## config.mk

```make
export PLATFORM = sky130hd
export DESIGN_NAME = move_list_reader_flat
export DESIGN_NICKNAME = d
export VERILOG_FILES = /design/src/rtl/move_list_reader_pkg.sv /design/src/rtl/move_list_reader_if.sv /design/src/rtl/move_list_reader_sq_step.sv /design/src/rtl/move_list_reader.sv /design/src/flat_wrapper.sv
export SDC_FILE = /design/constraint.sdc
export NUM_CORES = 1
export LEC_CHECK = 0
export BUFFER_PORTS_ARGS = -buffer_cell sky130_fd_sc_hd__buf_4
export CAP_MARGIN = 0
export CORE_AREA = 2 2 141 143
export DETAILED_ROUTE_END_ITERATION = 6
export DIE_AREA = 0 0 143 145
export GPL_ROUTABILITY_DRIVEN = 0
export PLACE_DENSITY = 0.7
export SLEW_MARGIN = 15
export SYNTH_ARGS = -nofsm -noshare
export SYNTH_HDL_FRONTEND = slang
export SYNTH_SLANG_ARGS = --single-unit
```

## constraint.sdc

```tcl
create_clock -name CLOCK -period 16 [get_ports CLOCK]
set_input_delay 3.2 -clock CLOCK [delete_from_list [all_inputs] [get_ports CLOCK]]
set_output_delay 3.2 -clock CLOCK [all_outputs]
set_load 0.02 [all_outputs]
```

## src/rtl/move_list_reader_pkg.sv

```systemverilog
// chess_pkg: shared types and constants for the move-list reader.
//   SQ_W            square index width (square = rank*8 + file)
//   SL_*            field positions inside an 11-bit sliding word
//   KN_*            field positions inside an 8-bit knight word
//   dir_e / DELTA   sliding directions in emission order and their steps
//   state_e         reader FSM states
//   ray_room()      squares available before a ray leaves the board
package chess_pkg;

  localparam int SQ_W = 6;

  localparam int SL_LEN_MSB = 2;
  localparam int SL_CAP_BIT = 3;

  localparam int KN_DST_MSB = 5;
  localparam int KN_DST_LSB = 0;
  localparam int KN_CAP_BIT = 6;
  localparam int KN_VLD_BIT = 7;

  typedef enum logic [2:0] {
    DIR_U, DIR_D, DIR_L, DIR_R, DIR_UL, DIR_UR, DIR_DL, DIR_DR
  } dir_e;

  typedef struct packed {
    logic signed [1:0] dr;
    logic signed [1:0] df;
  } delta_t;

  // Indexed by dir_e.
  localparam delta_t DELTA [8] = '{
    '{dr: 2'sb01, df: 2'sb00},
    '{dr: 2'sb11, df: 2'sb00},
    '{dr: 2'sb00, df: 2'sb11},
    '{dr: 2'sb00, df: 2'sb01},
    '{dr: 2'sb01, df: 2'sb11},
    '{dr: 2'sb01, df: 2'sb01},
    '{dr: 2'sb11, df: 2'sb11},
    '{dr: 2'sb11, df: 2'sb01}
  };

  typedef enum logic [1:0] {ST_IDLE, ST_SLIDE, ST_KNIGHT, ST_DONE} state_e;

  function automatic logic [2:0] ray_room(input logic [SQ_W-1:0] sq, input dir_e d);
    logic [2:0] rank, file, rr, fr;
    rank = sq[5:3];
    file = sq[2:0];
    case (DELTA[d].dr)
      2'b01:   rr = 3'd7 - rank;
      2'b11:   rr = rank;
      default: rr = 3'd7;
    endcase
    case (DELTA[d].df)
      2'b01:   fr = 3'd7 - file;
      2'b11:   fr = file;
      default: fr = 3'd7;
    endcase
    return (rr < fr) ? rr : fr;
  endfunction

endpackage

```

## src/rtl/move_list_reader_if.sv

```systemverilog
// Move stream: one (from, to, capture) move per transfer, valid/ready.
//   master: drives mv_valid, mv_from, mv_to, mv_cap; samples mv_ready
//   slave : the consumer side
interface move_list_reader_if #(parameter int SQ_W = 6);
  logic            mv_valid;
  logic            mv_ready;
  logic [SQ_W-1:0] mv_from;
  logic [SQ_W-1:0] mv_to;
  logic            mv_cap;

  modport master (output mv_valid, mv_from, mv_to, mv_cap, input mv_ready);
  modport slave  (input mv_valid, mv_from, mv_to, mv_cap, output mv_ready);
endinterface

```

## src/rtl/move_list_reader_sq_step.sv

```systemverilog
// sq_step: destination of step k along a (rank, file) delta from origin.
//   origin   square index
//   dr, df   rank / file delta, each -1..+1
//   k        step number
//   dst      destination square (low bits of rank and file)
//   on_board destination rank and file both inside 0..7
module sq_step
  import chess_pkg::*;
(
  input  logic [SQ_W-1:0]  origin,
  input  logic signed [1:0] dr,
  input  logic signed [1:0] df,
  input  logic [2:0]       k,
  output logic [SQ_W-1:0]  dst,
  output logic             on_board
);

  logic signed [4:0] rank_x, file_x, dr_x, df_x, k_x, r, f;

  assign rank_x = {2'b00, origin[5:3]};
  assign file_x = {2'b00, origin[2:0]};
  assign dr_x   = {{3{dr[1]}}, dr};
  assign df_x   = {{3{df[1]}}, df};
  assign k_x    = {2'b00, k};

  assign r = rank_x + dr_x * k_x;
  assign f = file_x + df_x * k_x;

  assign on_board = (r >= 5'sd0) && (r <= 5'sd7) && (f >= 5'sd0) && (f <= 5'sd7);
  assign dst      = {r[2:0], f[2:0]};

endmodule

```

## src/rtl/move_list_reader.sv

```systemverilog
// move_list_reader: expands one origin square's move-word snapshot into a
// stream of individual moves, one per cycle.
//   CLOCK, RESET_N          clock, async active-low reset
//   load_valid/load_ready   snapshot handshake; from_sq + 16 words captured
//   U_in..DR_in             sliding words: [2:0] length, [3] capture at end
//   UUL_in..RRD_in          knight words: [5:0] dst, [6] capture, [7] valid
//   mv                      registered move stream (master side)
//   done                    one-cycle pulse after the last move
//   move_count              moves accepted for the current/last snapshot
//
// state     | meaning
// ST_IDLE   | waiting for a snapshot, load_ready high
// ST_SLIDE  | emitting sliding-ray moves
// ST_KNIGHT | emitting knight jumps
// ST_DONE   | done pulse, back to idle next cycle
module move_list_reader #(
  parameter int SQ_W  = 6,
  parameter int CNT_W = 7
) (
  input  logic              CLOCK,
  input  logic              RESET_N,
  input  logic              load_valid,
  output logic              load_ready,
  input  logic [SQ_W-1:0]   from_sq,
  input  logic [10:0]       U_in, D_in, L_in, R_in, UL_in, UR_in, DL_in, DR_in,
  input  logic [7:0]        UUL_in, UUR_in, LLU_in, RRU_in, DDL_in, DDR_in, LLD_in, RRD_in,
  move_list_reader_if.master mv,
  output logic              done,
  output logic [CNT_W-1:0]  move_count
);
  import chess_pkg::*;

  state_e state, state_nxt, phase_nxt;
  logic   advance;

  logic [7:0][10:0]     slide_w;
  logic [7:0][7:0]      knight_w;
  logic [7:0][2:0]      room, len_in, len_r, len_src;
  logic [7:0]           scap_in, scap_r, scap_src;
  logic [7:0][SQ_W-1:0] kdst_in, kdst_r, kdst_src;
  logic [7:0]           kcap_in, kcap_r, kcap_src;
  logic [7:0]           kvld_in, kvld_r, kvld_src;
  logic [SQ_W-1:0]      from_r, from_src;

  logic [2:0] cur_dir, cur_k, nd, nk, s_sel, k_sel;
  logic [3:0] slide_lo, knight_lo;
  logic       slide_en, ray_more, s_found, k_found;

  logic [SQ_W-1:0] step_dst, nxt_to;
  logic            step_on_board, nxt_cap;
  logic            mv_valid_r, mv_cap_r;
  logic [SQ_W-1:0] mv_from_r, mv_to_r;
  logic            unused_bits;

  assign slide_w  = {DR_in, DL_in, UR_in, UL_in, R_in, L_in, D_in, U_in};
  assign knight_w = {RRD_in, LLD_in, DDR_in, DDL_in, RRU_in, LLU_in, UUR_in, UUL_in};

  // A ray never re-enters the board once it leaves it, so clamping each
  // length to the room left on the board at load time is the same as
  // stopping at the first off-board step. The capture only survives when
  // the requested length fits entirely.
  always_comb begin
    for (int i = 0; i < 8; i++) begin
      room[i]    = ray_room(from_sq, dir_e'(3'(i)));
      len_in[i]  = (slide_w[i][SL_LEN_MSB:0] <= room[i]) ? slide_w[i][SL_LEN_MSB:0] : room[i];
      scap_in[i] = slide_w[i][SL_CAP_BIT] && (slide_w[i][SL_LEN_MSB:0] <= room[i]);
      kdst_in[i] = knight_w[i][KN_DST_MSB:KN_DST_LSB];
      kcap_in[i] = knight_w[i][KN_CAP_BIT];
      kvld_in[i] = knight_w[i][KN_VLD_BIT];
    end
  end

  // In IDLE the first move is selected straight from the load inputs so it
  // can be registered on the load edge.
  always_comb begin
    if (state == ST_IDLE) begin
      from_src = from_sq;  len_src  = len_in;  scap_src = scap_in;
      kdst_src = kdst_in;  kcap_src = kcap_in; kvld_src = kvld_in;
    end else begin
      from_src = from_r;   len_src  = len_r;   scap_src = scap_r;
      kdst_src = kdst_r;   kcap_src = kcap_r;  kvld_src = kvld_r;
    end
  end

  // Next-move selection: continue the current ray, else the lowest remaining
  // non-empty ray, else the lowest remaining valid knight word.
  always_comb begin
    slide_en  = 1'b0;
    slide_lo  = 4'd0;
    knight_lo = 4'd8;
    ray_more  = 1'b0;
    case (state)
      ST_IDLE: begin
        slide_en  = 1'b1;
        knight_lo = 4'd0;
      end
      ST_SLIDE: begin
        slide_en  = 1'b1;
        slide_lo  = {1'b0, cur_dir} + 4'd1;
        knight_lo = 4'd0;
        ray_more  = cur_k < len_src[cur_dir];
      end
      ST_KNIGHT: knight_lo = {1'b0, cur_dir} + 4'd1;
      default: ;
    endcase

    s_found = 1'b0;
    s_sel   = 3'd0;
    k_found = 1'b0;
    k_sel   = 3'd0;
    for (int i = 7; i >= 0; i--) begin
      if (slide_en && (4'(i) >= slide_lo) && (len_src[i] != 3'd0)) begin
        s_found = 1'b1;
        s_sel   = 3'(i);
      end
      if ((4'(i) >= knight_lo) && kvld_src[i]) begin
        k_found = 1'b1;
        k_sel   = 3'(i);
      end
    end

    phase_nxt = ST_DONE;
    nd        = 3'd0;
    nk        = 3'd0;
    if (ray_more) begin
      phase_nxt = ST_SLIDE;
      nd        = cur_dir;
      nk        = cur_k + 3'd1;
    end else if (s_found) begin
      phase_nxt = ST_SLIDE;
      nd        = s_sel;
      nk        = 3'd1;
    end else if (k_found) begin
      phase_nxt = ST_KNIGHT;
      nd        = k_sel;
    end
  end

  sq_step u_sq_step (
    .origin   (from_src),
    .dr       (DELTA[nd].dr),
    .df       (DELTA[nd].df),
    .k        (nk),
    .dst      (step_dst),
    .on_board (step_on_board)
  );

  assign nxt_to  = (phase_nxt == ST_KNIGHT) ? kdst_src[nd] : step_dst;
  assign nxt_cap = (phase_nxt == ST_KNIGHT) ? kcap_src[nd]
                                            : (scap_src[nd] && (nk == len_src[nd]));

  always_ff @(posedge CLOCK or negedge RESET_N) begin
    if (!RESET_N) state <= ST_IDLE;
    else          state <= state_nxt;
  end

  always_comb begin
    state_nxt = state;
    advance   = 1'b0;
    case (state)
      ST_IDLE: if (load_valid) begin
        advance   = 1'b1;
        state_nxt = phase_nxt;
      end
      ST_SLIDE, ST_KNIGHT: if (mv.mv_ready) begin
        advance   = 1'b1;
        state_nxt = phase_nxt;
      end
      ST_DONE: state_nxt = ST_IDLE;
      default: state_nxt = ST_IDLE;
    endcase
  end

  always_ff @(posedge CLOCK or negedge RESET_N) begin
    if (!RESET_N) begin
      from_r     <= '0;
      len_r      <= '0;
      scap_r     <= '0;
      kdst_r     <= '0;
      kcap_r     <= '0;
      kvld_r     <= '0;
      cur_dir    <= '0;
      cur_k      <= '0;
      mv_valid_r <= 1'b0;
      mv_from_r  <= '0;
      mv_to_r    <= '0;
      mv_cap_r   <= 1'b0;
      move_count <= '0;
    end else begin
      if (state == ST_IDLE && load_valid) begin
        from_r     <= from_sq;
        len_r      <= len_in;
        scap_r     <= scap_in;
        kdst_r     <= kdst_in;
        kcap_r     <= kcap_in;
        kvld_r     <= kvld_in;
        move_count <= '0;
      end
      if (mv_valid_r && mv.mv_ready) move_count <= move_count + CNT_W'(1);
      if (advance) begin
        cur_dir    <= nd;
        cur_k      <= nk;
        mv_valid_r <= (phase_nxt != ST_DONE);
        if (phase_nxt != ST_DONE) begin
          mv_from_r <= from_src;
          mv_to_r   <= nxt_to;
          mv_cap_r  <= nxt_cap;
        end
      end
    end
  end

  // Reserved slide bits are ignored; on_board is redundant after clamping.
  always_comb begin
    unused_bits = step_on_board;
    for (int i = 0; i < 8; i++) unused_bits = unused_bits ^ (^slide_w[i][10:4]);
  end

  assign load_ready  = (state == ST_IDLE);
  assign done        = (state == ST_DONE);
  assign mv.mv_valid = mv_valid_r;
  assign mv.mv_from  = mv_from_r;
  assign mv.mv_to    = mv_to_r;
  assign mv.mv_cap   = mv_cap_r;

endmodule

```

## src/flat_wrapper.sv

```systemverilog
// flat-port wrapper written by rule: the top's interface ports become plain ports
module move_list_reader_flat import chess_pkg::*;
#(
  parameter int SQ_W  = 6,
  parameter int CNT_W = 7
)
  (CLOCK, RESET_N, load_valid, load_ready, from_sq, U_in, D_in, L_in, R_in, UL_in, UR_in, DL_in, DR_in, UUL_in, UUR_in, LLU_in, RRU_in, DDL_in, DDR_in, LLD_in, RRD_in, done, move_count, mv_mv_valid, mv_mv_from, mv_mv_to, mv_mv_cap, mv_mv_ready);
  move_list_reader_if #(.SQ_W(SQ_W)) mv_i ();
  input  logic CLOCK;
  input  logic RESET_N;
  input  logic load_valid;
  output logic load_ready;
  input  logic [SQ_W-1:0] from_sq;
  input  logic [10:0] U_in;
  input  logic [10:0] D_in;
  input  logic [10:0] L_in;
  input  logic [10:0] R_in;
  input  logic [10:0] UL_in;
  input  logic [10:0] UR_in;
  input  logic [10:0] DL_in;
  input  logic [10:0] DR_in;
  input  logic [7:0] UUL_in;
  input  logic [7:0] UUR_in;
  input  logic [7:0] LLU_in;
  input  logic [7:0] RRU_in;
  input  logic [7:0] DDL_in;
  input  logic [7:0] DDR_in;
  input  logic [7:0] LLD_in;
  input  logic [7:0] RRD_in;
  output logic done;
  output logic [CNT_W-1:0] move_count;
  output wire logic [$bits(mv_i.mv_valid)-1:0] mv_mv_valid;
  output wire logic [$bits(mv_i.mv_from)-1:0] mv_mv_from;
  output wire logic [$bits(mv_i.mv_to)-1:0] mv_mv_to;
  output wire logic [$bits(mv_i.mv_cap)-1:0] mv_mv_cap;
  input wire logic [$bits(mv_i.mv_ready)-1:0] mv_mv_ready;
  assign mv_mv_valid = mv_i.mv_valid;
  assign mv_mv_from = mv_i.mv_from;
  assign mv_mv_to = mv_i.mv_to;
  assign mv_mv_cap = mv_i.mv_cap;
  assign mv_i.mv_ready = mv_mv_ready;
  move_list_reader #(.SQ_W(SQ_W), .CNT_W(CNT_W)) u_core (.CLOCK(CLOCK), .RESET_N(RESET_N), .load_valid(load_valid), .load_ready(load_ready), .from_sq(from_sq), .U_in(U_in), .D_in(D_in), .L_in(L_in), .R_in(R_in), .UL_in(UL_in), .UR_in(UR_in), .DL_in(DL_in), .DR_in(DR_in), .UUL_in(UUL_in), .UUR_in(UUR_in), .LLU_in(LLU_in), .RRU_in(RRU_in), .DDL_in(DDL_in), .DDR_in(DDR_in), .LLD_in(LLD_in), .RRD_in(RRD_in), .mv(mv_i), .done(done), .move_count(move_count));
endmodule
```

* Word level (Yosys, flattened, before mapping)
Memory sizes are Yosys's and may differ from the RTL's.
Index checks and enable logic that the tools add are counted.
** Word-level totals
- Memories :: 1
- Bits in read-only memories :: 32
- Word-level logic and storage cells :: 220
- Register bits :: 131
- Input port bits :: 162
** Operators by class
- $add $sub $neg :: 7
- $mul :: 2
- Reductions and logical operators :: 49
- Bitwise gates (word level) :: 1
- Order comparisons :: 36
- Muxes and demuxes :: 88
- Equal/unequal tests :: 8
** Memories
- (name not given) :: depth 8, width 4, read ports 1, clocked after memory_dff 0, wr ports 0, line move_list_reader.sv:141 : .dr (DELTA[nd].dr),
** Operators by type and width (count)
- two-way mux 3 bit :: 38
- two-way mux 48 bit :: 1
- logical AND 1 bit :: 35
- >= comparator 3 x 4 -> 1 bit, first input constant :: 8
- two-way mux 1 bit :: 25
- <= comparator 3 bit :: 8
- two-way mux 24 bit :: 1
- two-way mux 8 bit :: 3
- nonzero test 3 bit :: 8
- binary-select mux 3 bit (select 3 bit) :: 2
- binary-select mux 6 bit (select 3 bit) :: 1
- two-way mux 6 bit :: 3
- >= comparator 1 x 4 -> 1 bit, first input constant :: 4
- >= comparator 2 x 4 -> 1 bit, first input constant :: 4
- < comparator 3 bit :: 5
- two-way mux 7 bit :: 2
- two-way mux 4 bit :: 3
- < comparator 3 x 4 -> 1 bit, second input constant :: 2
- multiplier 2 x 4 -> 3 bit :: 2
- two-way mux 2 bit :: 4
- case mux 4 bit (2 select lines) :: 1
- adder 7 x 1 -> 7 bit, second input constant :: 1
- adder 3 bit :: 2
- binary-select mux 1 bit (select 3 bit) :: 2
- 17 further kinds :: 26

* Logic depth before layout (Yosys ltp)
Gate-level depths: netlist of the first run.
- Depth in word-level cells :: 25
- Mapped depth :: 36
- Mapped depth without buffers :: 35

* Hierarchy
A second synthesis of the first run with hierarchy kept.
** Second synthesis, totals
- Cell total of the unflattened synthesis :: 1011
- Area, all modules :: 9864.5 um^2
** By module, submodules not included
- move_list_reader :: instances 1, seq. area each 3278.1 um^2, cells an instance 948, area an instance 9331.4 um^2
- sq_step :: instances 1, seq. area each 0.0 um^2, cells an instance 63, area an instance 533.0 um^2

* Worst setup path before layout of the first run
No wires, ideal clock.
- Kind :: input-to-reg
- Start :: input from_sq[2]
- End :: register u_core.mv_to_r[5], in the netlist u_core.mv.mv_to[5]
- Slack :: 5.849 ns
- Setup time :: 0.129 ns
- Cell stages on the path :: 30
- Data arrival time :: 10.022 ns
- Buffers on the path :: 1
- Data required time :: 15.871 ns
- Cell sequence :: inv_1 > ha_1 > buf_2 > nor2_1 > a211oi_1 > mux2i_1 > inv_1 > ha_1 > and3_1 > a21oi_2 > mux2i_1 > a21oi_1 > mux4_2 > mux2i_1 > ha_1 > a211o_1 > a2111o_1 > o2111ai_4 > nor2_1 > a22oi_1 > nand2_1 > o21ai_0 > nor2b_1 > fa_1 > fa_1 > xor2_1 > xnor2_1 > xnor3_1 > a21oi_1 > o31ai_1
** On the way
- Word-level cells in the longest chain between the ends :: 25
- Elaborated cells between the ends (all ways) :: 76
- Classes of those cells :: 2 x add/sub; 1 x mul; 13 x order compare; 2 x eq/ne; 43 x mux; 1 x bitwise; 13 x reduce/logical; 1 x memory
** Ends and longest elaborated chain
- from (decl) :: line flat_wrapper.sv:13 : input logic [SQ_W-1:0] from_sq;
- subtractor 3 bit :: line move_list_reader_pkg.sv:53 : 2'b01: fr = 3'd7 - file;
- < comparator 3 bit :: line move_list_reader_pkg.sv:57 : return (rr < fr) ? rr : fr;
- two-way mux 3 bit :: line move_list_reader_pkg.sv:57
- <= comparator 3 bit :: line move_list_reader.sv:65 : len_in[i] = (slide_w[i][SL_LEN_MSB:0] <= room[i]) ? slide_w[i][SL_LEN_MSB:0] : room[i];
- two-way mux 3 bit :: line move_list_reader.sv:65
- two-way mux 24 bit (*) :: line move_list_reader.sv:76 : if (state == ST_IDLE) begin
- nonzero test 3 bit :: line move_list_reader.sv:112 : if (slide_en && (4'(i) >= slide_lo) && (len_src[i] != 3'd0)) begin
- logical AND 1 bit :: line move_list_reader.sv:112
- two-way mux 3 bit / two-way mux 1 bit (equally long branches) (8 in a row) :: line move_list_reader.sv:112
- two-way mux 3 bit :: line move_list_reader.sv:129 : end else if (s_found) begin
- two-way mux 3 bit :: line move_list_reader.sv:125 : if (ray_more) begin
- NOT 3 -> 4 bit (implied by the code) :: line move_list_reader.sv:141
- memory (8 x 4 bit)
- two-way mux 4 bit (implied by the code) (2 in a row) :: line move_list_reader.sv:141
- multiplier 2 x 4 -> 3 bit :: line move_list_reader_sq_step.sv:26 : assign r = rank_x + dr_x * k_x;
- adder 3 bit :: line move_list_reader_sq_step.sv:26
- two-way mux 6 bit :: line move_list_reader.sv:148 : assign nxt_to = (phase_nxt == ST_KNIGHT) ? kdst_src[nd] : step_dst;
- to (signal assigned) :: line move_list_reader.sv:206 : mv_to_r <= nxt_to;
- to (decl) :: line move_list_reader.sv:52 : logic [SQ_W-1:0] mv_from_r, mv_to_r;
Mark *: on every way between the ends. The rest lies on a longest branch, timed or not. The select of a mux whose other input is x is not followed.
A chain may end at the register's enable or synchronous reset.

* Final worst setup path of the first run
- Start :: input from_sq[5]
- End :: register u_core.mv_to_r[5], in the netlist u_core.mv.mv_to[5]
** On the way
- Word-level cells in the longest chain between the ends :: 24
- Elaborated cells between the ends (all ways) :: 77
- Classes of those cells :: 2 x add/sub; 1 x mul; 13 x order compare; 2 x eq/ne; 44 x mux; 1 x bitwise; 13 x reduce/logical; 1 x memory
** Ends and longest elaborated chain
- parallel branches: the longest is 24 deep, another holds subtractor 3 bit
Parallel ways; which one is timed is not known. The select of a mux whose other input is x is not followed.

==> impl_results.md, run 1 <==
- Status: complete, no violations
- Most used DFF post-synth: dfrtp_1
- WL/cell: 18.88 um
- TritonCTS buffer count: 17
- RSZ-0062 raised after global routing: no
- R2R depth: 25
- Hold WS: 0.4761 ns
- Initial DRT Pass Iterations: 7
- Die ar.: 20740 um^2
- Number of vias per cell: 5.923
- First-pass GRT wire length: 40540 um
- Final worst-path cycle share: 0.7374
- Setup WS pre-CTS: 3.939 ns
- Crit path launch type: input port
- Ys async rst share: 1.000
- Post-layout min period: 11.80 ns
- Total Wirelength: 24710 um
- Yosys cell types: 82
- Chip width: 143 um
- Sequential share of the synthesized area: 0.3478
- Final setup vio count: 0
- Residual DRC count: 0
- Synth Cell Area: 9427 um^2
- Critical path class: input port to flip-flop
- CTS tree: yes
- Seq pwr share: 0.194
- Syn Area/Cell: 10.18 um^2
- Placed cell areas: 10570 um^2
- NumNets Final: 1241
- Buffer count from post-CTS setup fixing: 0
- Final ANT Viol Nets: 0
- Switching fraction of total power: 0.4654
- Cts hold-fix bufs: 0
- Detailed placement HPWL: 17920 um
- Clk Latency, worst-skew pair: 0.43 ns
- Hold Path Origin: u_core.from_r[1]
- Max Buffers Root-to-Sink: 2
- Setup_tns: 0 ns
- Synth Register Bits: 131
- Count leader, synth: dfrtp_1
- CP endpoint kind: flip-flop
- Port bufs: 128
- Top cell type's share of synthesized area: 0.3478
- Leading area contributor after synthesis: dfrtp_1
- Mapped Cells: 926
- H-tree depth: 4
- Core area: 19210 um^2
- Post-layout util: 0.5808
- Share of layout cells above drive strength 1: 0.3027
- Root buf cell: clkbuf_16
- Largest net degree at the start of global routing: 72
- Sink Count: 131
- Hold depth: 2
- Top post-synthesis cells by count: dfrtp_1 (131), nand2_1 (102), mux2_2 (91)
- Combinational group share of total power: 0.675
- R2r startpoint: u_core.state[0]
- Max_cap viols: 0
- Vias: 7753
- CP Max Fanout: 28
- P_leak: 5.052 nW
- Initial Utilization: 0.4908
- CTS clk-pin slew, worst paths: 0.06 ns
- Internal power: 0.001621 W
- Rows: 51
- Die Y: 145 um
- Post-CTS sizing: 0
- Max Clk Rate: 84.76 MHz
- # IOs: 185
- Slowest cell on the critical path: a21boi_1
- Crit-path max cell delay: 0.51 ns
- Net switching power: 0.001411 W
- Vias in the first global route: 7847
- Clock power share: 0.131
- Area Growth Syn to Fin: 18.34%
- N_diodes: 0
- Syn nets: 1136
- Worst r2r dst: u_core.mv.mv_to[5]
- Hold Path End: u_core.from_r[1]
- Max Slew Vio Count: 0
- All-Layer GR Usage: 0.2483
- Grt total ovfl: 0
- Initial antenna violation count: 0
- Worst min path class: flip-flop to flip-flop
- Synth warn: 0
- Rel. slew slack: 0.3128
- Post-synth EDFFs: 0
- Worst slew pin tran: 1.027 ns
- Worst Path Arrival: 12.08 ns
- Pwr Density: 271.8 nW/um^2
- Initial DRC count: 560
- Worst path required time: 16.28 ns
- Synth top area cells: dfrtp_1 (35%), mux2_2 (11%), mux4_2 (8.1%)
- Final Hold Viols: 0
- Setup ws final: 4.201 ns
- Worst R2R Setup Slack: 8.36 ns
- Max VDD drop: 0.1799 mV
- Clk_skew: 0.006978 ns
- Design area: 11160 um^2
[state kept, by name, indices dropped and copies added, names as in the netlist]
register / count
u_core.cur_dir: 3
u_core.cur_k: 3
u_core.from_r: 6
u_core.kcap_r: 8
u_core.kdst_r: 48
u_core.kvld_r: 8
u_core.len_r: 24
u_core.move_count: 7
u_core.mv.mv_cap: 1
u_core.mv.mv_from: 6
u_core.mv.mv_to: 6
u_core.mv.mv_valid: 1
u_core.scap_r: 8
u_core.state: 2
[placed cells by master, fill, tap and decap left out, types with 8 or more instances in the layout]
cell	netlist	final
a21o_1	13	13
a21oi_1	37	37
a22oi_1	13	13
a31oi_1	12	12
and2_1	8	8
buf_4	2	135
clkbuf_16	0	17
dfrtp_1	131	131
ha_1	44	43
inv_1	44	43
mux2_2	91	91
mux2i_1	43	43
mux4_2	34	34
nand2_1	102	101
nand2b_1	13	13
nand3_1	16	16
nand3b_1	9	9
nor2_1	37	37
nor2b_1	12	12
o211ai_1	8	8
o21ai_0	70	70
[critical path: cells and delay by family]
kind,cells,cell delay (ns)
compound gates,11,3.04
xor+xnor,3,0.79
fa+ha+maj,5,2.00
buf+inv,3,0.42
mux,4,1.45
simple gates,7,1.17
[layout make-up]
type / count / area [um^2]
Inverter: 44 / 165.2
Clock buffer: 17 / 425.4
Timing Repair Buffer: 136 / 1025
Clock inverter: 15 / 160.2
Fill cell: 1650 / 8051
Sequential cell: 131 / 3278
Multi-Input combinational cell: 701 / 5771
Tap cell: 265 / 331.6
[stage by stage]
stage / total power (W) / cells
4_1_cts: 0.003027 / 1309
3_5_place_dp: 0.002619 / 1277
3_3_place_gp: 0.002579 / 1277
6_report: 0.003032 / 1309
2_1_floorplan: 0.002127 / 926
5_1_grt: 0.003254 / 1309
[worst max-delay path by stage]
stage,start,to
after floorplan,from_sq[2],u_core.mv.mv_to[5]
after global placement,from_sq[5],u_core.mv.mv_to[5]
after detailed placement,from_sq[5],u_core.mv.mv_to[5]
after CTS,from_sq[5],u_core.mv.mv_to[5]
after global routing,from_sq[5],u_core.mv.mv_to[5]
final,from_sq[5],u_core.mv.mv_to[5]
[cell families after synthesis]
family / count (synthesis) / share of synthesized area
AOI/OAI and AO/OA: 244 / 0.1804
xor gates and xnor gates: 10 / 0.01075
adders and majority gates: 48 / 0.06690
buffers and inverters: 94 / 0.04154
DFF: 131 / 0.3478
muxes: 168 / 0.2356
and+or+nand+nor: 231 / 0.1171
[power by group through the flow]
stage | Clock, W | Sequential [W] | Combinational (W)
detailed placement | 0 | 0.000593 | 0.00203
global placement | 0 | 0.000582 | 0.00200
floorplan | 0 | 0.000580 | 0.00155
CTS | 0.000403 | 0.000588 | 0.00204
finish | 0.000396 | 0.000590 | 0.00205
global route | 0.000416 | 0.000608 | 0.00223
[layer usage]
metal | vias to the layer above | track usage | wire length, um
met4 | 0 | 0.09505 | 740
met3 | 51 | 0.04422 | 1224
met1 | 3799 | 0.3380 | 11090
met2 | 236 | 0.3945 | 11650
li1 | 3667 | - | -
met5 | - | 0 | 0
No activity file was read; power rests on OpenSTA's default activity.
==> inputs of run 2 (changes only) <==
--- a/config.mk
+++ b/config.mk
@@ -5,13 +5,14 @@
 export SDC_FILE = /design/constraint.sdc
 export NUM_CORES = 1
 export LEC_CHECK = 0
+export ABC_AREA = 1
 export BUFFER_PORTS_ARGS = -buffer_cell sky130_fd_sc_hd__buf_4
 export CAP_MARGIN = 0
-export CORE_AREA = 2 2 141 143
+export CORE_AREA = 2 2 142 144
 export DETAILED_ROUTE_END_ITERATION = 6
-export DIE_AREA = 0 0 143 145
+export DIE_AREA = 0 0 144 146
 export GPL_ROUTABILITY_DRIVEN = 0
-export PLACE_DENSITY = 0.7
+export PLACE_DENSITY = 0.73
 export SLEW_MARGIN = 15
 export SYNTH_ARGS = -nofsm -noshare
 export SYNTH_HDL_FRONTEND = slang
==> constraint.sdc (replaced) <==
create_clock -name CLOCK -period 10 [get_ports CLOCK]
set_input_delay 2 -clock CLOCK [delete_from_list [all_inputs] [get_ports CLOCK]]
set_output_delay 2 -clock CLOCK [all_outputs]
set_load 0.02 [all_outputs]
==> run 2 against run 1 <==
Net effect:
- via count increased by 21%
- first-iteration DRC count rose by 46%
- die area is 1.4% higher
- clock skew increased by 0.0059 ns
- critical endpoint unchanged
- largest cell class unchanged
- highest routed layer unchanged
==> impl_results.md, run 2 <==
- Initial antenna violation count: 0 (unchanged)
- Register name with the most flops: u_core.kdst_r
- N_diodes: 0 (unchanged)
- Crit path to: u_core.mv.mv_to[5]
- R2R depth: 33 (+32%)
- Worst r2r dst: u_core.mv.mv_to[5]
- Number of vias per cell: 5.374 (-9.3%)
- Yosys cell types: 48 (-41%)
- Clk Latency, worst-skew pair: 0.44 ns (about the same)
- Vias in the first global route: 9073 (+16%)
- Syn nets: 1600 (+41%)
- WL/cell: 14.86 um (-21%)
- Grt total ovfl: 0 (unchanged)
- Gr busiest metal: met2
- Crit path depth: 43 (+30%)
- Buffer count from post-CTS setup fixing: 0 (unchanged)
- Mapped Cells: 1390 (+50%)
- Number of flip-flops in the largest register: 48 (unchanged)
- Crit path launch type: input port
- Leading registers by flop count: u_core.kdst_r (48), u_core.len_r (24)
- Rel. slew slack: 0.3008 (-0.01204)
- Commonest non-fill, non-tap cell in the layout: nand2_1
- Post-layout min period: 8.588 ns
- Post-synth EDFFs: 0 (unchanged)
- Clk_skew: 0.01284 ns (+0.005866 ns)
- R2r startpoint: u_core.state[0]
- Residual DRC count: 0 (unchanged)
- CTS tree: yes
- Count leader, synth: nand2_1
- Ys async rst share: 1.000 (unchanged)
- Worst slew pin tran: 1.049 ns (+0.02185 ns)
- Crit-path max cell delay: 0.48 ns (-0.03 ns)
- Status: complete, no violations
- Slowest cell on the critical path: nand2_4
- Sequential share of the synthesized area: 0.3416 (-0.006122)
- Worst Path Arrival: 8.95 ns (-3.13 ns)
- Share of layout cells above drive strength 1: 0.1594 (-0.1433)
- Worst path most repeated cell: nand2_1
- Max_cap viols: 0 (unchanged)
- Most used DFF post-synth: dfrtp_1
- Final Hold Viols: 0 (unchanged)
- Chip width: 144 um (+0.70%)
- Post-layout util: 0.5791 (-0.001698)
- Commonest cells after routing, fill and taps aside: nand2_1 (426), inv_1 (155), o21ai_0 (151)
- Top cell type's share of synthesized area: 0.3416 (-0.006122)
- First-pass GRT wire length: 43600 um (+7.6%)
- Max Clk Rate: 116.4 MHz
- Placed cell areas: 10630 um^2 (+0.60%)
- Cts hold-fix bufs: 0 (unchanged)
- Die ar.: 21020 um^2 (+1.4%)
- Max Buffers Root-to-Sink: 2 (unchanged)
- Top post-synthesis cells by count: nand2_1 (427), inv_1 (156), o21ai_0 (151)
- Critical path's top delay family: simple AND/OR/NAND/NOR gates
- Final ANT Viol Nets: 0 (unchanged)
- Post-CTS sizing: 0 (unchanged)
- Initial DRC count: 819 (+46%)
- RSZ-0062 raised after global routing: no
- Worst R2R Setup Slack: 3.37 ns (-4.99 ns)
- NumNets Final: 1684 (+36%)
- Synth warn: 0 (unchanged)
- Root buf cell: clkbuf_16
- Initial DRT Pass Iterations: 6 (-1)
- Detailed placement HPWL: 18350 um (+2.4%)
- Final setup vio count: 0 (unchanged)
- Synth Cell Area: 9595 um^2 (+1.8%)
- GRT met1 Usage: 0.3565 (+0.01851)
- Port bufs: 128 (unchanged)
- Total Wirelength: 26040 um (+5.4%)
- Setup_tns: 0 ns (unchanged)
- Initial Utilization: 0.4963 (+0.005497)
- Design area: 11200 um^2 (+0.37%)
- Largest net degree at the start of global routing: 106 (+47%)
- Area Growth Syn to Fin: 16.69%
- Leading area contributor after synthesis: dfrtp_1
- Sink Count: 131 (unchanged)
- TritonCTS buffer count: 17 (unchanged)
- Worst setup startpoint: from_sq[2]
- H-tree depth: 4 (unchanged)
- Die Y: 146 um (+0.69%)
- Max Slew Vio Count: 0 (unchanged)
- Rows: 51 (unchanged)
- Worst min path class: flip-flop to flip-flop
- Worst path required time: 10.36 ns (-5.92 ns)
- CTS clk-pin slew, worst paths: 0.06 ns (about the same)
- Critical path class: input port to flip-flop
- Synth Register Bits: 131 (unchanged)
- Met2 Use GR: 0.4031 (+0.008598)
- CP endpoint kind: flip-flop
- # IOs: 185 (unchanged)
- Core area: 19330 um^2 (+0.66%)
- CP Max Fanout: 48 (+71%)
- Vias: 9415 (+21%)
- Syn Area/Cell: 6.903 um^2 (-32%)
- All-Layer GR Usage: 0.2576 (+0.009301)
- CP bufs+invs: 10 (+7)
- Final worst-path cycle share: 0.8588
- Synth top area cells: dfrtp_1 (34%), nand2_1 (17%), o21ai_0 (7.9%)
- Met3 usage: 0.04870 (+0.004476)
==> run 2: cell count changes in the layout (fill, tap and decap cells not counted), moves of 32 or more <==
cell      previous run  this run
o21ai_0             70       151
mux2_2              91        10
nand2_1            101       426
o211ai_1             8        40
nand3_1             16       139
inv_1               43       155
mux2i_1             43         0
mux4_2              34         0
==> run 2: cell type report <==
cell class	instances	area (um^2)
Fill cell	1827	8138
Multi-Input combinational cell	1025	5394
Sequential cell	131	3278
Timing Repair Buffer	134	1006
Inverter	165	624.3
Clock buffer	21	460.4
Tap cell	265	331.6
Clock inverter	11	102.6
==> run 2: layer usage <==
| layer | wire [um] | vias to the layer above |
|---|---|---|
| met2 | 12000 | 284 |
| met5 | 0 | - |
| met4 | 628 | 0 |
| met3 | 1405 | 51 |
| met1 | 12000 | 4361 |
| li1 | - | 4719 |
==> run 2: worst min-delay path by stage <==
stage | cells after the start | to | from
after floorplan | 1 | u_core.len_r[0] | u_core.len_r[0]
after global placement | 1 | u_core.len_r[14] | u_core.len_r[14]
after detailed placement | 1 | u_core.len_r[3] | u_core.len_r[3]
after CTS | 1 | u_core.len_r[3] | u_core.len_r[3]
after global routing | 1 | u_core.len_r[9] | u_core.len_r[9]
final | 1 | u_core.len_r[3] | u_core.len_r[3]
==> run 2: cell families after synthesis <==
logic type      synth area share
mux                      0.01174
buf+inv                  0.09832
flops                     0.3416
simple gates              0.3077
compound gates            0.1712
fa+ha+maj                0.06572
xor+xnor                0.003652
==> run 2: per-stage QoR <==
| step | cells | setup slack (ns) | hold slack (ns) |
|---|---|---|---|
| after floorplan | 1390 | 2.579 | 0.4410 |
| after global placement | 1720 | 1.261 | 0.4512 |
| after detailed placement | 1720 | 1.125 | 0.4571 |
| after CTS | 1752 | 1.551 | 0.4689 |
| after global routing | 1752 | 0.8279 | 0.4838 |
| final | 1752 | 1.412 | 0.4667 |
Power of run 2 is not shown: default switching activity piles up to over one toggle a cycle in this logic, so the estimate is an artifact.
==> inputs of run 3 (changes only) <==
--- a/config.mk
+++ b/config.mk
@@ -8,12 +8,12 @@
 export ABC_AREA = 1
 export BUFFER_PORTS_ARGS = -buffer_cell sky130_fd_sc_hd__buf_4
 export CAP_MARGIN = 0
-export CORE_AREA = 2 2 142 144
+export CORE_AREA = 2 2 141 143
+export CTS_CLUSTER_SIZE = 20
 export DETAILED_ROUTE_END_ITERATION = 6
-export DIE_AREA = 0 0 144 146
+export DIE_AREA = 0 0 143 145
 export GPL_ROUTABILITY_DRIVEN = 0
-export PLACE_DENSITY = 0.73
-export SLEW_MARGIN = 15
+export PLACE_DENSITY = 0.74
 export SYNTH_ARGS = -nofsm -noshare
 export SYNTH_HDL_FRONTEND = slang
 export SYNTH_SLANG_ARGS = --single-unit
==> run 3 against run 2 <==
Net effect:
- routed wire length increased by 0.83%
- clock-buffer cell count decreased by 2
- flip-flop and latch count unchanged
- final area increased by 0.33%
- global-route usage increased by 0.12 points
- clock skew decreased by 0.0060 ns
- maximum frequency decreased by 0.34%
- critical endpoint unchanged
==> impl_results.md, run 3 (synthesis gave the netlist of run 2 again) <==
- Port bufs: 128 (unchanged)
- WL/cell: 14.98 um (+0.83%)
- Hold WS: 0.4693 ns (+0.002590 ns)
- Crit-path max cell delay: 0.48 ns (about the same)
- Crit path launch type: input port
- Initial antenna violation count: 0 (unchanged)
- Total Wirelength: 26250 um (+0.83%)
- N_diodes: 0 (unchanged)
- Design area: 11230 um^2 (+0.33%)
- R2r startpoint: u_core.state[0]
- Max Clk Rate: 116.0 MHz (-0.34%)
- Critical path class: input port to flip-flop
- CTS tree: yes
- Clk Latency, worst-skew pair: 0.42 ns (-0.02 ns)
- # IOs: 185 (unchanged)
- Final worst-path cycle share: 0.8618 (+0.002923)
- Buffer count from post-CTS setup fixing: 0 (unchanged)
- CP Max Fanout: 48 (unchanged)
- Placed cell areas: 10630 um^2 (unchanged)
- Chip width: 143 um (-0.69%)
- Worst Path Arrival: 8.96 ns (about the same)
- Core area: 19210 um^2 (-0.66%)
- Area Growth Syn to Fin: 17.08%
- Register name with the most flops: u_core.kdst_r
- Post-layout min period: 8.618 ns (+0.02923 ns)
- Die ar.: 20740 um^2 (-1.4%)
- Clk_skew: 0.006815 ns (-0.006029 ns)
- Worst R2R Setup Slack: 3.31 ns (-0.06 ns)
- Largest net degree at the start of global routing: 109 (+2.8%)
- Worst setup startpoint: from_sq[1]
- CTS clk-pin slew, worst paths: 0.06 ns (about the same)
- Post-CTS sizing: 0 (unchanged)
- Fin cells: 1752 (unchanged)
- Max_cap viols: 0 (unchanged)
- Detailed placement HPWL: 18410 um (+0.34%)
- All-Layer GR Usage: 0.2589 (+0.001233)
- Root buf cell: clkbuf_16
- Status: complete, no violations
- Sequential cell area: 3278 um^2 (unchanged)
- Rel. slew slack: 0.3513 (+0.05050)
- Area of the multi-input gates: 5394 um^2 (unchanged)
- Worst path most repeated cell: nand2_1
- Initial DRT Pass Iterations: 5 (-1)
- RSZ-0062 raised after global routing: no
- Vias in the first global route: 8970 (-1.1%)
- Cts hold-fix bufs: 0 (unchanged)
- First-pass GRT wire length: 43530 um (-0.17%)
- Commonest cells after routing, fill and taps aside: nand2_1 (426), inv_1 (155), o21ai_0 (151)
- Initial DRC count: 862 (+5.3%)
- Grt total ovfl: 0 (unchanged)
- CP endpoint kind: flip-flop
- Hold Path Origin: u_core.len_r[0]
- Leading registers by flop count: u_core.kdst_r (48), u_core.len_r (24)
- Initial Utilization: 0.4996 (+0.003298)
- Final setup vio count: 0 (unchanged)
- Worst slew pin tran: 0.9731 ns (-0.07575 ns)
- Placed insts: 1720 (unchanged)
- FILL cells: 1856 (+1.6%)
- TritonCTS buffer count: 17 (unchanged)
- Die Y: 145 um (-0.68%)
- Share of layout cells above drive strength 1: 0.1601 (+0.0006725)
- Sink Count: 131 (unchanged)
- Max Buffers Root-to-Sink: 2 (unchanged)
- Worst path required time: 10.34 ns (-0.02 ns)
- Final Hold Viols: 0 (unchanged)
- Residual DRC count: 0 (unchanged)
- Number of flip-flops in the largest register: 48 (unchanged)
- Vias: 9482 (+0.71%)
- Slowest cell on the critical path: nand2_4
- Max Slew Vio Count: 0 (unchanged)
- Number of vias per cell: 5.412 (+0.71%)
- Worst min path class: flip-flop to flip-flop
- Rows: 51 (unchanged)
- Setup_tns: 0 ns (unchanged)
- NumNets Final: 1684 (unchanged)
- Final ANT Viol Nets: 0 (unchanged)
- Commonest non-fill, non-tap cell in the layout: nand2_1
- H-tree depth: 4 (unchanged)
run 3: cell count changes in the layout (fill, tap and decap cells not counted), sizes merged:
cell and change:
clkinvlp +1, clkbuf -2, bufinv +2, clkinv -1
run 3: critical path, delay by kind of cell:
family | cells | cell delay, ns
and+or+nand+nor | 18 | 2.35
AOI/OAI and AO/OA | 9 | 1.66
adders and majority gates | 5 | 1.65
buffers and inverters | 8 | 1.09
xor gates and xnor gates | 1 | 0.18
run 3: layout make-up:
type | count | area share
multi-input cells | 1025 | 0.4801
clock buffers | 19 | 0.03943
repair buffers | 134 | 0.08954
flip-flops and latches | 131 | 0.2918
well taps | 265 | 0.02951
inverters | 165 | 0.05557
clock inverters | 13 | 0.01403
run 3: worst paths after layout:
path,to,depth (start not counted)
min in group asynchronous,u_core.kdst_r[27],1
setup / recovery,u_core.mv.mv_to[5],41
hold reg to reg,u_core.len_r[0],1
setup reg to reg,u_core.mv.mv_to[5],33
hold / removal,u_core.len_r[0],1
max in group asynchronous,u_core.len_r[11],2
run 3: per-stage QoR:
step	util	setup WS, ns
after detailed placement	0.5536	1.063
after global placement	0.5536	1.279
after CTS	0.5849	1.480
after global routing	0.5849	0.8207
after floorplan	-	2.579
final	0.5849	1.382
run 3: routing by layer:
| layer | part of all wire | track usage |
|---|---|---|
| met1 | 0.45 | 0.3583 |
| met5 | 0 | 0 |
| met4 | 0.021 | 0.07772 |
| met3 | 0.074 | 0.06106 |
| met2 | 0.46 | 0.4022 |
Power of run 3 is left out for the same reason.
